$ cat config.mk
export PLATFORM = sky130hd
export DESIGN_NAME = dmem_arbiter_flat
export DESIGN_NICKNAME = d
export VERILOG_FILES = /design/src/rtl/dmem_arbiter_pkg.sv /design/src/rtl/dmem_arbiter_if.sv /design/src/rtl/dmem_arbiter_run_counter.sv /design/src/rtl/dmem_arbiter.sv /design/src/flat_wrapper.sv
export SDC_FILE = /design/constraint.sdc
export NUM_CORES = 1
export LEC_CHECK = 0
export CAP_MARGIN = 25
export CORE_AREA = 3 3 117 119
export DETAILED_ROUTE_END_ITERATION = 8
export DIE_AREA = 0 0 120 122
export PLACE_DENSITY = 0.64
export SETUP_SLACK_MARGIN = 0.2
export SYNTH_ARGS = -nofsm -noshare
export SYNTH_HDL_FRONTEND = slang
export SYNTH_SLANG_ARGS = --single-unit
export TNS_END_PERCENT = 5
$ cat constraint.sdc
create_clock -name i_clock -period 3.29 [get_ports i_clock]
set_input_delay 0.658 -clock i_clock [delete_from_list [all_inputs] [get_ports i_clock]]
set_output_delay 0.658 -clock i_clock [all_outputs]
set_load 0.01 [all_outputs]
$ cat src/rtl/dmem_arbiter_pkg.sv
// ----------------------------------------------------------------------------
// dmem_arbiter_pkg
// Shared definitions for the data-memory arbiter:
//   - MEMOP_* : RISC-V load/store funct3 encodings carried on the op buses
//   - memop_t : type of the op buses
//   - arb_state_t : arbiter state, i.e. owner of the previous beat
//   - rd_owner_t  : requester that a pending read return belongs to
//   - run_cnt_width() : width of the run counter for a given pair of limits
// ----------------------------------------------------------------------------
package dmem_arbiter_pkg;

    typedef logic [2:0] memop_t;

    localparam memop_t MEMOP_B  = 3'b000;
    localparam memop_t MEMOP_H  = 3'b001;
    localparam memop_t MEMOP_W  = 3'b010;
    localparam memop_t MEMOP_BU = 3'b100;
    localparam memop_t MEMOP_HU = 3'b101;

    typedef enum logic [1:0] {
        ARB_IDLE    = 2'd0,
        ARB_CPU_RUN = 2'd1,
        ARB_DMA_RUN = 2'd2
    } arb_state_t;

    typedef enum logic {
        OWNER_CPU = 1'b0,
        OWNER_DMA = 1'b1
    } rd_owner_t;

    // The counter must be able to reach the larger limit; never narrower
    // than 3 bits so small limits still leave saturation headroom.
    function automatic int run_cnt_width(input int max_a, input int max_b);
        int m;
        int w;
        m = (max_a > max_b) ? max_a : max_b;
        w = $clog2(m + 1);
        return (w < 3) ? 3 : w;
    endfunction

endpackage

$ cat src/rtl/dmem_arbiter_if.sv
// ----------------------------------------------------------------------------
// dmem_arbiter_if
// Bundles the CPU data port, the DMA/loader port and the RAM port that meet
// at the arbiter.
//   modport slave  : arbiter view (takes requests, drives RAM and responses)
//   modport master : surrounding system view (CPU, DMA master, RAM)
// ----------------------------------------------------------------------------
interface dmem_arbiter_if;
    import dmem_arbiter_pkg::*;

    // CPU data port
    logic        cpu_req;
    logic        cpu_we;
    logic [31:0] cpu_addr;
    logic [31:0] cpu_wdata;
    memop_t      cpu_op;
    logic [31:0] cpu_rdata;
    logic        cpu_stall;

    // DMA / loader port
    logic        dma_req;
    logic        dma_we;
    logic [31:0] dma_addr;
    logic [31:0] dma_wdata;
    memop_t      dma_op;
    logic        dma_gnt;
    logic        dma_rvalid;
    logic [31:0] dma_rdata;

    // Single-port RAM
    logic [31:0] mem_addr;
    logic [31:0] mem_wdata;
    memop_t      mem_op;
    logic        mem_we;
    logic [31:0] mem_rdata;

    modport slave (
        input  cpu_req, cpu_we, cpu_addr, cpu_wdata, cpu_op,
        output cpu_rdata, cpu_stall,
        input  dma_req, dma_we, dma_addr, dma_wdata, dma_op,
        output dma_gnt, dma_rvalid, dma_rdata,
        output mem_addr, mem_wdata, mem_op, mem_we,
        input  mem_rdata
    );

    modport master (
        output cpu_req, cpu_we, cpu_addr, cpu_wdata, cpu_op,
        input  cpu_rdata, cpu_stall,
        output dma_req, dma_we, dma_addr, dma_wdata, dma_op,
        input  dma_gnt, dma_rvalid, dma_rdata,
        input  mem_addr, mem_wdata, mem_op, mem_we,
        output mem_rdata
    );

endinterface

$ cat src/rtl/dmem_arbiter_run_counter.sv
// ----------------------------------------------------------------------------
// dmem_arbiter_run_counter
// Counts consecutive beats granted to the same owner and compares the count
// against the fairness limits.
// Ports:
//   i_clock, i_reset : clock, synchronous active-high reset
//   i_state          : owner of the previous beat (current arbiter state)
//   i_next_state     : owner of this cycle's beat (IDLE when no beat)
//   o_dma_hold       : DMA is mid-burst and may keep the bus over the CPU
//   o_cpu_yield      : CPU has used up its run and must yield to the DMA
// ----------------------------------------------------------------------------
module dmem_arbiter_run_counter
    import dmem_arbiter_pkg::*;
#(
    parameter int DMA_MAX_BURST = 4,
    parameter int CPU_MAX_RUN   = 8,
    parameter int CNT_W         = 4
) (
    input  logic       i_clock,
    input  logic       i_reset,
    input  arb_state_t i_state,
    input  arb_state_t i_next_state,
    output logic       o_dma_hold,
    output logic       o_cpu_yield
);

    localparam logic [CNT_W-1:0] CNT_MAX = '1;
    localparam logic [CNT_W-1:0] DMA_LIM = CNT_W'(DMA_MAX_BURST);
    localparam logic [CNT_W-1:0] CPU_LIM = CNT_W'(CPU_MAX_RUN);

    logic [CNT_W-1:0] r_run_cnt;
    logic [CNT_W-1:0] w_run_cnt_next;

    // Arbiter state doubles as "owner of previous beat", so a beat continues
    // a run exactly when the next state equals the current one.
    always_comb begin
        w_run_cnt_next = '0;
        if (i_next_state == ARB_IDLE) begin
            w_run_cnt_next = '0;
        end else if (i_next_state != i_state) begin
            w_run_cnt_next = CNT_W'(1);
        end else if (r_run_cnt != CNT_MAX) begin
            w_run_cnt_next = r_run_cnt + 1'b1;
        end else begin
            w_run_cnt_next = r_run_cnt;
        end
    end

    always_ff @(posedge i_clock) begin
        if (i_reset) begin
            r_run_cnt <= '0;
        end else begin
            r_run_cnt <= w_run_cnt_next;
        end
    end

    assign o_dma_hold  = (i_state == ARB_DMA_RUN) && (r_run_cnt <  DMA_LIM);
    assign o_cpu_yield = (i_state == ARB_CPU_RUN) && (r_run_cnt >= CPU_LIM);

endmodule

$ cat src/rtl/dmem_arbiter.sv
// ----------------------------------------------------------------------------
// dmem_arbiter
// Shares one single-port data RAM between the CPU data port and a DMA/loader
// master, one beat per cycle. The CPU wins contention except while a DMA
// burst is below DMA_MAX_BURST beats, or once the CPU has taken CPU_MAX_RUN
// consecutive beats. A CPU that requests but is not granted is stalled.
// Ports:
//   i_clock, i_reset : clock, synchronous active-high reset
//   io_bus           : CPU, DMA and RAM signals (dmem_arbiter_if.slave)
// Read data comes back from the RAM one cycle after the address; it is routed
// to the CPU port always and flagged to the DMA with dma_rvalid.
// ----------------------------------------------------------------------------
module dmem_arbiter
    import dmem_arbiter_pkg::*;
#(
    parameter int DMA_MAX_BURST = 4,
    parameter int CPU_MAX_RUN   = 8
) (
    input  logic           i_clock,
    input  logic           i_reset,
    dmem_arbiter_if.slave  io_bus
);

    localparam int CNT_W = run_cnt_width(DMA_MAX_BURST, CPU_MAX_RUN);

    arb_state_t r_state;
    arb_state_t w_state_next;
    logic       w_cpu_gnt;
    logic       w_dma_gnt;
    logic       w_dma_hold;
    logic       w_cpu_yield;
    logic       w_cpu_rd;
    logic       w_dma_rd;
    logic       r_rd_valid;
    rd_owner_t  r_rd_owner;

    dmem_arbiter_run_counter #(
        .DMA_MAX_BURST (DMA_MAX_BURST),
        .CPU_MAX_RUN   (CPU_MAX_RUN),
        .CNT_W         (CNT_W)
    ) u_run_counter (
        .i_clock      (i_clock),
        .i_reset      (i_reset),
        .i_state      (r_state),
        .i_next_state (w_state_next),
        .o_dma_hold   (w_dma_hold),
        .o_cpu_yield  (w_cpu_yield)
    );

    always_ff @(posedge i_clock) begin
        if (i_reset) begin
            r_state <= ARB_IDLE;
        end else begin
            r_state <= w_state_next;
        end
    end

    // Grants are held off during reset so no beat (and no write) escapes.
    always_comb begin
        w_cpu_gnt    = 1'b0;
        w_dma_gnt    = 1'b0;
        w_state_next = ARB_IDLE;
        if (!i_reset) begin
            if (io_bus.cpu_req && io_bus.dma_req) begin
                if (w_dma_hold || w_cpu_yield) begin
                    w_dma_gnt = 1'b1;
                end else begin
                    w_cpu_gnt = 1'b1;
                end
            end else if (io_bus.cpu_req) begin
                w_cpu_gnt = 1'b1;
            end else if (io_bus.dma_req) begin
                w_dma_gnt = 1'b1;
            end
        end
        if (w_cpu_gnt) begin
            w_state_next = ARB_CPU_RUN;
        end else if (w_dma_gnt) begin
            w_state_next = ARB_DMA_RUN;
        end
    end

    // RAM port mux; an idle bus presents address 0 with no write.
    always_comb begin
        io_bus.mem_addr  = '0;
        io_bus.mem_wdata = '0;
        io_bus.mem_op    = MEMOP_W;
        io_bus.mem_we    = 1'b0;
        if (w_cpu_gnt) begin
            io_bus.mem_addr  = io_bus.cpu_addr;
            io_bus.mem_wdata = io_bus.cpu_wdata;
            io_bus.mem_op    = io_bus.cpu_op;
            io_bus.mem_we    = io_bus.cpu_we;
        end else if (w_dma_gnt) begin
            io_bus.mem_addr  = io_bus.dma_addr;
            io_bus.mem_wdata = io_bus.dma_wdata;
            io_bus.mem_op    = io_bus.dma_op;
            io_bus.mem_we    = io_bus.dma_we;
        end
    end

    assign w_cpu_rd = w_cpu_gnt & ~io_bus.cpu_we;
    assign w_dma_rd = w_dma_gnt & ~io_bus.dma_we;

    // Remember who owns the read data the RAM returns next cycle.
    always_ff @(posedge i_clock) begin
        if (i_reset) begin
            r_rd_valid <= 1'b0;
            r_rd_owner <= OWNER_CPU;
        end else begin
            r_rd_valid <= w_cpu_rd | w_dma_rd;
            if (w_cpu_rd) begin
                r_rd_owner <= OWNER_CPU;
            end else if (w_dma_rd) begin
                r_rd_owner <= OWNER_DMA;
            end
        end
    end

    assign io_bus.cpu_stall  = io_bus.cpu_req & ~w_cpu_gnt & ~i_reset;
    assign io_bus.dma_gnt    = io_bus.dma_req & w_dma_gnt;
    // Masked by reset so a read return in flight is dropped immediately.
    assign io_bus.dma_rvalid = r_rd_valid & (r_rd_owner == OWNER_DMA) & ~i_reset;
    assign io_bus.dma_rdata  = io_bus.mem_rdata;
    assign io_bus.cpu_rdata  = io_bus.mem_rdata;

endmodule

$ cat src/flat_wrapper.sv
// flat-port wrapper written by rule: the top's interface ports become plain ports
module dmem_arbiter_flat import dmem_arbiter_pkg::*;
#(
    parameter int DMA_MAX_BURST = 4,
    parameter int CPU_MAX_RUN   = 8
)
  (i_clock, i_reset, io_bus_cpu_req, io_bus_cpu_we, io_bus_cpu_addr, io_bus_cpu_wdata, io_bus_cpu_op, io_bus_cpu_rdata, io_bus_cpu_stall, io_bus_dma_req, io_bus_dma_we, io_bus_dma_addr, io_bus_dma_wdata, io_bus_dma_op, io_bus_dma_gnt, io_bus_dma_rvalid, io_bus_dma_rdata, io_bus_mem_addr, io_bus_mem_wdata, io_bus_mem_op, io_bus_mem_we, io_bus_mem_rdata);
  dmem_arbiter_if io_bus_i ();
  input  logic i_clock;
  input  logic i_reset;
  input wire logic [$bits(io_bus_i.cpu_req)-1:0] io_bus_cpu_req;
  input wire logic [$bits(io_bus_i.cpu_we)-1:0] io_bus_cpu_we;
  input wire logic [$bits(io_bus_i.cpu_addr)-1:0] io_bus_cpu_addr;
  input wire logic [$bits(io_bus_i.cpu_wdata)-1:0] io_bus_cpu_wdata;
  input wire logic [$bits(io_bus_i.cpu_op)-1:0] io_bus_cpu_op;
  output wire logic [$bits(io_bus_i.cpu_rdata)-1:0] io_bus_cpu_rdata;
  output wire logic [$bits(io_bus_i.cpu_stall)-1:0] io_bus_cpu_stall;
  input wire logic [$bits(io_bus_i.dma_req)-1:0] io_bus_dma_req;
  input wire logic [$bits(io_bus_i.dma_we)-1:0] io_bus_dma_we;
  input wire logic [$bits(io_bus_i.dma_addr)-1:0] io_bus_dma_addr;
  input wire logic [$bits(io_bus_i.dma_wdata)-1:0] io_bus_dma_wdata;
  input wire logic [$bits(io_bus_i.dma_op)-1:0] io_bus_dma_op;
  output wire logic [$bits(io_bus_i.dma_gnt)-1:0] io_bus_dma_gnt;
  output wire logic [$bits(io_bus_i.dma_rvalid)-1:0] io_bus_dma_rvalid;
  output wire logic [$bits(io_bus_i.dma_rdata)-1:0] io_bus_dma_rdata;
  output wire logic [$bits(io_bus_i.mem_addr)-1:0] io_bus_mem_addr;
  output wire logic [$bits(io_bus_i.mem_wdata)-1:0] io_bus_mem_wdata;
  output wire logic [$bits(io_bus_i.mem_op)-1:0] io_bus_mem_op;
  output wire logic [$bits(io_bus_i.mem_we)-1:0] io_bus_mem_we;
  input wire logic [$bits(io_bus_i.mem_rdata)-1:0] io_bus_mem_rdata;
  assign io_bus_i.cpu_req = io_bus_cpu_req;
  assign io_bus_i.cpu_we = io_bus_cpu_we;
  assign io_bus_i.cpu_addr = io_bus_cpu_addr;
  assign io_bus_i.cpu_wdata = io_bus_cpu_wdata;
  assign io_bus_i.cpu_op = io_bus_cpu_op;
  assign io_bus_cpu_rdata = io_bus_i.cpu_rdata;
  assign io_bus_cpu_stall = io_bus_i.cpu_stall;
  assign io_bus_i.dma_req = io_bus_dma_req;
  assign io_bus_i.dma_we = io_bus_dma_we;
  assign io_bus_i.dma_addr = io_bus_dma_addr;
  assign io_bus_i.dma_wdata = io_bus_dma_wdata;
  assign io_bus_i.dma_op = io_bus_dma_op;
  assign io_bus_dma_gnt = io_bus_i.dma_gnt;
  assign io_bus_dma_rvalid = io_bus_i.dma_rvalid;
  assign io_bus_dma_rdata = io_bus_i.dma_rdata;
  assign io_bus_mem_addr = io_bus_i.mem_addr;
  assign io_bus_mem_wdata = io_bus_i.mem_wdata;
  assign io_bus_mem_op = io_bus_i.mem_op;
  assign io_bus_mem_we = io_bus_i.mem_we;
  assign io_bus_i.mem_rdata = io_bus_mem_rdata;
  dmem_arbiter #(.DMA_MAX_BURST(DMA_MAX_BURST), .CPU_MAX_RUN(CPU_MAX_RUN)) u_core (.i_clock(i_clock), .i_reset(i_reset), .io_bus(io_bus_i));
endmodule
==> flow_metrics.env <==
export IMPL_status="finished, final reports clean"
export IMPL_cts_root_buffer_cell="sky130_fd_sc_hd__clkbuf_16"
export IMPL_drt_drc_violations_left=0
export IMPL_dieWidth_um=120
export IMPL_die_y_um=122
export IMPL_clock_latency_ns=0.23
export IMPL_io_pins=307
export IMPL_fmaxAchievable_mhz=321
export IMPL_clock_skew_final_ns=0.00273
export IMPL_drt_pre_antenna_iters=5
export IMPL_report_power_total_uw=812
export IMPL_worst_setup_path_type="in2out"
export IMPL_distinct_cell_type_count_after_synthesis=40
export IMPL_leakagePower_uw=0.00268
export IMPL_top_layer="met4"
export IMPL_io_buffers=210
export IMPL_tritoncts="built"
export IMPL_placed_area_um2=4320
export IMPL_clock_sinks=8
export IMPL_report_final_hold_viol_count=0
export IMPL_worstSetupEndpointType="output port"
export IMPL_detail_route_wl_per_cell_um=14.5
export IMPL_setup_viol=0
export IMPL_syn_area_per_cell_um2=6.83
export IMPL_met2_wirelength_um=4680
export IMPL_timing_final_crit_share_pct=94.6
export IMPL_met3_length_um=1090
export IMPL_placementRows=41
export IMPL_worst_hold_path_type="reg2reg"
export IMPL_worst_setup_path_start_kind="input pin"
export IMPL_max_cap_violations=0
export IMPL_post_cts_buffers=0
export IMPL_grt_pass1_wl_um=14000
export IMPL_post_synth_inst_count=353
export IMPL_synthArstFlopShare_pct=0
export IMPL_grt_max_degree=56
export IMPL_synth_edf_count=0
export IMPL_drive_gt1_share_pct=5.74
export IMPL_grt_setup_unrepaired="yes"
export IMPL_critPathMaxFanout=26
export IMPL_die_area_um2=14600
export IMPL_timing_critical_path_required_ns=2.63
export IMPL_synthToLayoutAreaGrowth_pct=89.3
export IMPL_synth_flop_cell="sky130_fd_sc_hd__dfxtp_1"
export IMPL_relative_slew_slack_pct=72.7
export IMPL_wirelength_met1_um=3510
export IMPL_yosys_register_bits=8
export IMPL_ant_nets=0
export IMPL_nFillCells=1326
export IMPL_layout_nets=664
export IMPL_timing_worst_slew_pin_value_ns=0.400
export IMPL_fp_coreArea_um2=12700
export IMPL_final_common_cell="sky130_fd_sc_hd__clkdlybuf4s50_1"
export IMPL_warning_count_from_the_yosys_run=0
export IMPL_drt_iter0_drc=95
export IMPL_globalRouteOverflowTotal=0
export IMPL_number_of_antenna_violations_at_the_first_check_in_global_routing=0
export IMPL_final_cell_mix="sky130_fd_sc_hd__clkdlybuf4s50_1, sky130_fd_sc_hd__inv_1, sky130_fd_sc_hd__nand2b_1, sky130_fd_sc_hd__o32ai_1, sky130_fd_sc_hd__dlymetal6s2s_1"
export IMPL_cts_path_max_buffers=2
export IMPL_cts_clk_slew_worst_paths_ns=0.03
export IMPL_place_congestion=0.806
export IMPL_total_wirelength_um=9580
export IMPL_cp_data_arrival_time_ns=2.45
export IMPL_grt_pass1_vias=2929
export IMPL_vias_per_cell=4.50
export IMPL_yosysSeqAreaShare_pct=6.64
export IMPL_power_density_nw_per_um2=178
export IMPL_final_area_um2=4570
export IMPL_setup_tns_final_ns=0
export IMPL_grt_total_usage_pct=11.4
export IMPL_cts_htree_levels=1
export IMPL_cts_buffers=3
export IMPL_detailed_place_hpwl_um=7620
export IMPL_final_max_slew_viol_count=0
export IMPL_routed_via_count=2967
export IMPL_mappedNetlistNets=527
export IMPL_num_antenna_cells=0
export IMPL_syn_cell_area_um2=2410
export IMPL_min_period_ns=3.11
export IMPL_start_util_pct=19.0
export IMPL_max_vdd_ir_drop_mv=0.163
[cells in the mapped netlist, drive strengths merged, types with 2 or more instances]
| master | n | share of area (%) |
|---|---|---|
| inv | 71 | 11 |
| dfxtp | 8 | 6.6 |
| buf | 73 | 22 |
| nor2 | 7 | 1.1 |
| o21ai | 2 | 0.41 |
| a2111oi | 2 | 0.73 |
| nand2b | 67 | 17 |
| and3b | 2 | 0.73 |
| o32ai | 67 | 24 |
| nor3b | 2 | 0.62 |
| clkbuf | 23 | 3.6 |
| nand3 | 2 | 0.41 |
| ha | 2 | 1.0 |
[logic make-up after synthesis]
family	share of synthesized area (%)
xor+xnor	0.363
mux	0.882
compound gates	30.5
fa+ha+maj	1.04
buf+inv	36.9
flops	6.64
simple gates	23.7
[state kept, by name, indices dropped and copies added (netlist names)]
name and count:
u_core.r_rd_owner 1, u_core.r_rd_valid 1, u_core.r_state 2, u_core.u_run_counter.r_run_cnt 4
[worst max-delay path, stage by stage]
cell	delay, ns
sky130_fd_sc_hd__clkdlybuf4s50_1	0.53
sky130_fd_sc_hd__inv_1	0.10
sky130_fd_sc_hd__o311ai_4	0.32
sky130_fd_sc_hd__buf_8	0.24
sky130_fd_sc_hd__o32ai_1	0.11
sky130_fd_sc_hd__clkdlybuf4s50_1	0.49
[path summary, 6_finish.rpt]
kind                                                   startpoint             endpoint  slack, ns  cells past startpoint
worst max-delay path                               io_bus_dma_req  io_bus_mem_addr[14]       0.18                      6
worst min-delay path                            u_core.r_rd_owner    u_core.r_rd_owner       0.57                      2
worst max register to register  u_core.u_run_counter.r_run_cnt[2]    u_core.r_rd_valid       1.42                      4
worst min register to register                  u_core.r_rd_owner    u_core.r_rd_owner       0.57                      2
[final cells by class]
class | count | area (µm²) | area share (%)
inverters | 71 | 267 | 5.84
flip-flops and latches | 8 | 160 | 3.51
multi-input cells | 178 | 1370 | 30.0
clock buffers | 3 | 75.1 | 1.64
repair buffers | 228 | 2480 | 54.3
well taps | 172 | 215 | 4.71
[where the power goes]
| part | internal, µW | switching (µW) | total, µW |
|---|---|---|---|
| sequential | 103 | 5.50 | 108 |
| clock | 157 | 47.2 | 204 |
| combinational | 313 | 188 | 500 |
[per-stage QoR]
| step | utilization (%) | hold slack (ns) | instances | setup WS [ns] |
|---|---|---|---|---|
| finish | 36.0 | 0.566 | 660 | 0.178 |
| global placement | 34.1 | 0.559 | 657 | 0.0584 |
| CTS | 34.7 | 0.552 | 660 | 0.0472 |
| detailed placement | 34.1 | 0.548 | 657 | 0.0304 |
| floorplan | - | 0.507 | 353 | 0.996 |
| global route | 36.0 | 0.617 | 660 | 0.112 |
[per-layer routing]
metal  vias to the layer above  track usage, %
met2                       188            21.5
met1                      1316            11.9
met4                         0            3.94
li1                       1433               -
met3                        30            3.71
met5                         -               0
[timing repair]
item	CTS	global route
pin swaps	0	2
endpoints found under the setup margin	67	69
hold buffers	0	0
resized for setup	1	65
Power figures use the tool's default switching activity.
